<file path="src/rtl/systolic_pe_os.sv">
// Output-stationary systolic PE: MAC with valid/last framing, saturation,
// and a result register draining over a valid/ready column chain.
module systolic_pe_os #(
   parameter int DATAWIDTH = 16,
   parameter int ACCWIDTH  = 40,
   parameter int SIGNED    = 1,
   parameter int SATURATE  = 1
) (
   input  logic                 clk,
   input  logic                 rst_n,
   input  logic [DATAWIDTH-1:0] a,
   input  logic [DATAWIDTH-1:0] b,
   input  logic                 valid_in,
   input  logic                 last_in,
   output logic [DATAWIDTH-1:0] a_out,
   output logic [DATAWIDTH-1:0] b_out,
   output logic                 valid_out,
   output logic                 last_out,
   input  logic [ACCWIDTH-1:0]  res_in,
   input  logic                 res_valid_in,
   output logic                 res_ready_out,
   output logic [ACCWIDTH-1:0]  res_out,
   output logic                 res_valid_out,
   input  logic                 res_ready_in,
   output logic                 sat_flag,
   output logic                 ovr_err
);

   localparam int PW = 2 * DATAWIDTH;
   localparam int SW = ACCWIDTH + 1;

   typedef enum logic {EMPTY, FULL} state_t;

   state_t              state;
   logic [PW-1:0]       a_x;
   logic [PW-1:0]       b_x;
   logic [PW-1:0]       prod;
   logic [SW-1:0]       prod_x;
   logic [SW-1:0]       acc_x;
   logic [SW-1:0]       sum;
   logic [ACCWIDTH-1:0] acc;
   logic [ACCWIDTH-1:0] acc_nxt;
   logic [ACCWIDTH-1:0] res_reg;
   logic                ovf;
   logic                sat_hit;
   logic                pending;
   logic                slot_free;
   logic                tile_end;

   // Operands extended to 2*DW so the low half of the product is exact
   always_comb begin
      a_x = '0;
      b_x = '0;
      if (SIGNED != 0) begin
         a_x = {{DATAWIDTH{a[DATAWIDTH-1]}}, a};
         b_x = {{DATAWIDTH{b[DATAWIDTH-1]}}, b};
      end else begin
         a_x = {{DATAWIDTH{1'b0}}, a};
         b_x = {{DATAWIDTH{1'b0}}, b};
      end
      prod = a_x * b_x;
   end

   always_comb begin
      prod_x  = '0;
      acc_x   = '0;
      ovf     = 1'b0;
      acc_nxt = '0;
      if (SIGNED != 0) begin
         prod_x = {{(SW-PW){prod[PW-1]}}, prod};
         acc_x  = {acc[ACCWIDTH-1], acc};
      end else begin
         prod_x = {{(SW-PW){1'b0}}, prod};
         acc_x  = {1'b0, acc};
      end
      sum = acc_x + prod_x;
      if (SIGNED != 0)
         ovf = sum[SW-1] != sum[SW-2];
      else
         ovf = sum[SW-1];
      sat_hit = (SATURATE != 0) && ovf;
      acc_nxt = sum[ACCWIDTH-1:0];
      if (sat_hit) begin
         if (SIGNED == 0)
            acc_nxt = '1;
         else if (sum[SW-1])
            acc_nxt = {1'b1, {(ACCWIDTH-1){1'b0}}};
         else
            acc_nxt = {1'b0, {(ACCWIDTH-1){1'b1}}};
      end
   end

   assign res_valid_out = (state == FULL);
   assign slot_free     = (state == EMPTY) || res_ready_in;
   assign res_ready_out = slot_free && !pending;
   assign tile_end      = valid_in && last_in;

   always_ff @(posedge clk or negedge rst_n) begin
      if (!rst_n) begin
         a_out     <= '0;
         b_out     <= '0;
         valid_out <= 1'b0;
         last_out  <= 1'b0;
         acc       <= '0;
         res_reg   <= '0;
         res_out   <= '0;
         pending   <= 1'b0;
         state     <= EMPTY;
         sat_flag  <= 1'b0;
         ovr_err   <= 1'b0;
      end else begin
         a_out     <= a;
         b_out     <= b;
         valid_out <= valid_in;
         last_out  <= last_in;
         if (valid_in) begin
            if (sat_hit)
               sat_flag <= 1'b1;
            if (last_in) begin
               acc <= '0;
               if (pending && !slot_free)
                  ovr_err <= 1'b1;
               else
                  res_reg <= acc_nxt;
            end else begin
               acc <= acc_nxt;
            end
         end
         // A tile end refills pending even while the old result drains
         pending <= tile_end || (pending && !slot_free);
         if (slot_free) begin
            if (pending) begin
               res_out <= res_reg;
               state   <= FULL;
            end else if (res_valid_in) begin
               res_out <= res_in;
               state   <= FULL;
            end else begin
               state <= EMPTY;
            end
         end
      end
   end

endmodule
</file>
<file path="config.mk">
export PLATFORM = sky130hd
export DESIGN_NAME = systolic_pe_os
export DESIGN_NICKNAME = d
export VERILOG_FILES = /design/src/rtl/systolic_pe_os.sv
export SDC_FILE = /design/constraint.sdc
export NUM_CORES = 1
export LEC_CHECK = 0
export BUFFER_PORTS_ARGS = -buffer_cell sky130_fd_sc_hd__buf_4
export CORE_ASPECT_RATIO = 0.5
export CORE_MARGIN = 5
export CORE_UTILIZATION = 40
export CTS_CLUSTER_DIAMETER = 200
export CTS_CLUSTER_SIZE = 14
export DETAILED_ROUTE_END_ITERATION = 8
export PLACE_DENSITY_LB_ADDON = 0.3
export SLEW_MARGIN = 20
export SYNTH_ARGS = -nofsm -noshare
export SYNTH_HDL_FRONTEND = slang
export SYNTH_SLANG_ARGS = --single-unit
</file>
<file path="constraint.sdc">
create_clock -name clk -period 11.15 [get_ports clk]
set_input_delay 1.115 -clock clk [delete_from_list [all_inputs] [get_ports clk]]
set_output_delay 1.115 -clock clk [all_outputs]
set_load 0.01 [all_outputs]
</file>
==> flow_summary.yaml <==
clock_tree:
  htreeDepth: 4
  cts_resized: 0
  path_clk_slew_ps: 80
  worstSkewPairLatency_ps: 460
  holdBufCountCts: 0
  root_buffer: "clkbuf_16"
  cts_buffer_depth: 2
  clock_sinks: 158
  cts_tree: "built"
  cts_made_buffers: 17
  post-cts-setup-buffers: 0
hold_path:
  hp-class: "reg2reg"
logic_synthesis:
  synth_most_common_cell: "inv_1"
  netlist_area_um2: 18850
  synth_ff_type: "dfrtp_1"
  synth_commonest_cells: "inv_1, fa_1, nand2_1"
  avgSynthCellArea_um2: 9.764
  synth-edff-count: 0
  post_synth_num_cell_types: 74
  synth_top_area_cell: "fa_1"
  synth_area_leaders: "fa_1, dfrtp_1, inv_1"
  synthCells: 1931
  ys_warn_count: 0
  ys_ff_latch: 158
  ys_seq_area_share_pct: 20.97
  synth_top_cell_area_share_pct: 35.46
  synthArstFlopShare_pct: 100.0
  syn_nets: 2461
placement:
  placed_area_um2: 20570
  dp_hpwl_um: 38590
  gp_congestion: 0.9277
  portBuffers: 155
global_route:
  grt_start_max_net_pins: 91
  grt_overflow: 0
  grt_pass1_wl_um: 78080
  grt_pass1_vias: 13640
  grt_antenna_before_repair: 0
  grt.total_usage_pct: 19.35
timing:
  maxSlewHeadroom_pct: 36.13
  slew_violations: 0
  whs_ps: 480.0
  max_freq_mhz: 123.3
  period_minus_slack_ps: 8110
  clock_skew_ps: 16.88
  hold_violations: 0
  setup_viol: 0
  rsz0062_at_grt: "false"
  worst_pin_slew_ps: 945.6
  layout_worst_path_cycle_share_pct: 72.74
  setup_tns_ps: 0
die:
  io_pins: 156
  dieArea_um2: 51840
  die_width_um: 317.0
  coreArea_um2: 46730
  row_count: 56
  die_h_um: 163.5
  start_util_pct: 40.34
final_layout:
  stdcell_area_um2: 21170
  drive_above_1_share_pct: 12.13
  area_growth_pct: 12.26
  nets: 2570
  post-route-util_pct: 45.29
  diodes: 0
setup_path:
  cp_max_fo: 19
  crit_required_ps: 11500
  path_cells: "buf_4, nand2_1, inv_1, fa_1, fa_1, inv_1, fa_1, fa_1, inv_1, fa_1, inv_1, fa_1, inv_1, ha_1, a21o_1, a21o_1, a21o_1, nand2_1, o211ai_1, o21ai_4, nand2_2, o21ai_0"
  start_kind: "primary input"
  cp-end-kind: "register"
  path_class: "in2reg"
  worstPathArrival_ps: 8460
  cpMaxStageDelayCell: "fa_1"
  cp_common_cell: "fa_1"
  worst_path_largest_cell_delay_ps: 780
route:
  num_vias: 13220
  drt-initial-drc-count: 994
  wl_um: 47940
  wl_per_cell_um: 17.82
  dr.pass1.iters: 5
  antenna_left: 0
  via_per_inst: 4.913
  drc: 0
run:
  maxCapViolations: 0
outcome:
  status: "finished, final reports clean"
[cell usage in the layout (no fill, tap or decap), drive strengths merged, types with 17 or more instances in the layout]
master / count
clkbuf: 17
nand2: 224
mux2i: 41
o21ai: 68
ha: 118
inv: 428
xor2: 18
a21oi: 91
xnor2: 21
o2bb2ai: 22
buf: 162
dfrtp: 158
and2: 114
fa: 334
nor2: 95
[cells by family (layout without fill, tap and decap cells)]
family                   Yosys count  after routing  share of synthesized area (%)
buffers and inverters            492            614                          10.03
AND/OR/NAND/NOR                  484            484                          11.89
adder cells (fa/ha/maj)          457            457                          43.59
AO/OA/AOI/OAI                    259            259                          9.450
flip-flops                       158            158                          20.97
multiplexers                      42             42                          2.256
XOR/XNOR                          39             39                          1.812
[metrics by stage]
| step | instances | setup WS, ps |
|---|---|---|
| final | 2691 | 3040 |
| after floorplan | 1931 | 3589 |
| after CTS | 2691 | 3094 |
| after global routing | 2691 | 2644 |
| after global placement | 2659 | 2789 |
| after detailed placement | 2659 | 2637 |
[worst max-delay path, delay by kind of cell]
| kind | cells | cell delay [ps] |
|---|---|---|
| AND/OR/NAND/NOR | 3 | 650 |
| buffers and inverters | 6 | 860 |
| AO/OA/AOI/OAI | 6 | 1830 |
| adder cells (fa/ha/maj) | 7 | 3960 |
[worst paths after layout]
check,start,endpoint,slack (ps),depth (start not counted)
min in group asynchronous,rst_n,a_out[1],720,1
min,ovr_err,ovr_err,480,1
min reg2reg,ovr_err,ovr_err,480,1
max,b[1],res_reg[21],3040,22
max in group asynchronous,rst_n,res_reg[10],8890,2
max reg2reg,acc[15],res_reg[21],4840,19
[routing by layer]
metal / track usage, % / part of all wire (%) / up-vias
met5: 0 / 0 / -
met4: 3.196 / 0.96 / 0
met3: 3.969 / 5.4 / 27
met2: 28.33 / 44 / 282
met1: 30.07 / 50 / 6761
li1: - / - / 6151
[final cells by class]
type	count	area [um^2]
inverters	420	1577
repair buffers	162	1220
multi-input cells	1281	13020
clock buffers	17	425.4
flip-flops and latches	158	3955
fillers	4510	25570
clock inverters	15	168.9
well taps	638	798.3
Power is not shown: default switching activity piles up to over one toggle a cycle in this logic, so the estimate is an artifact.
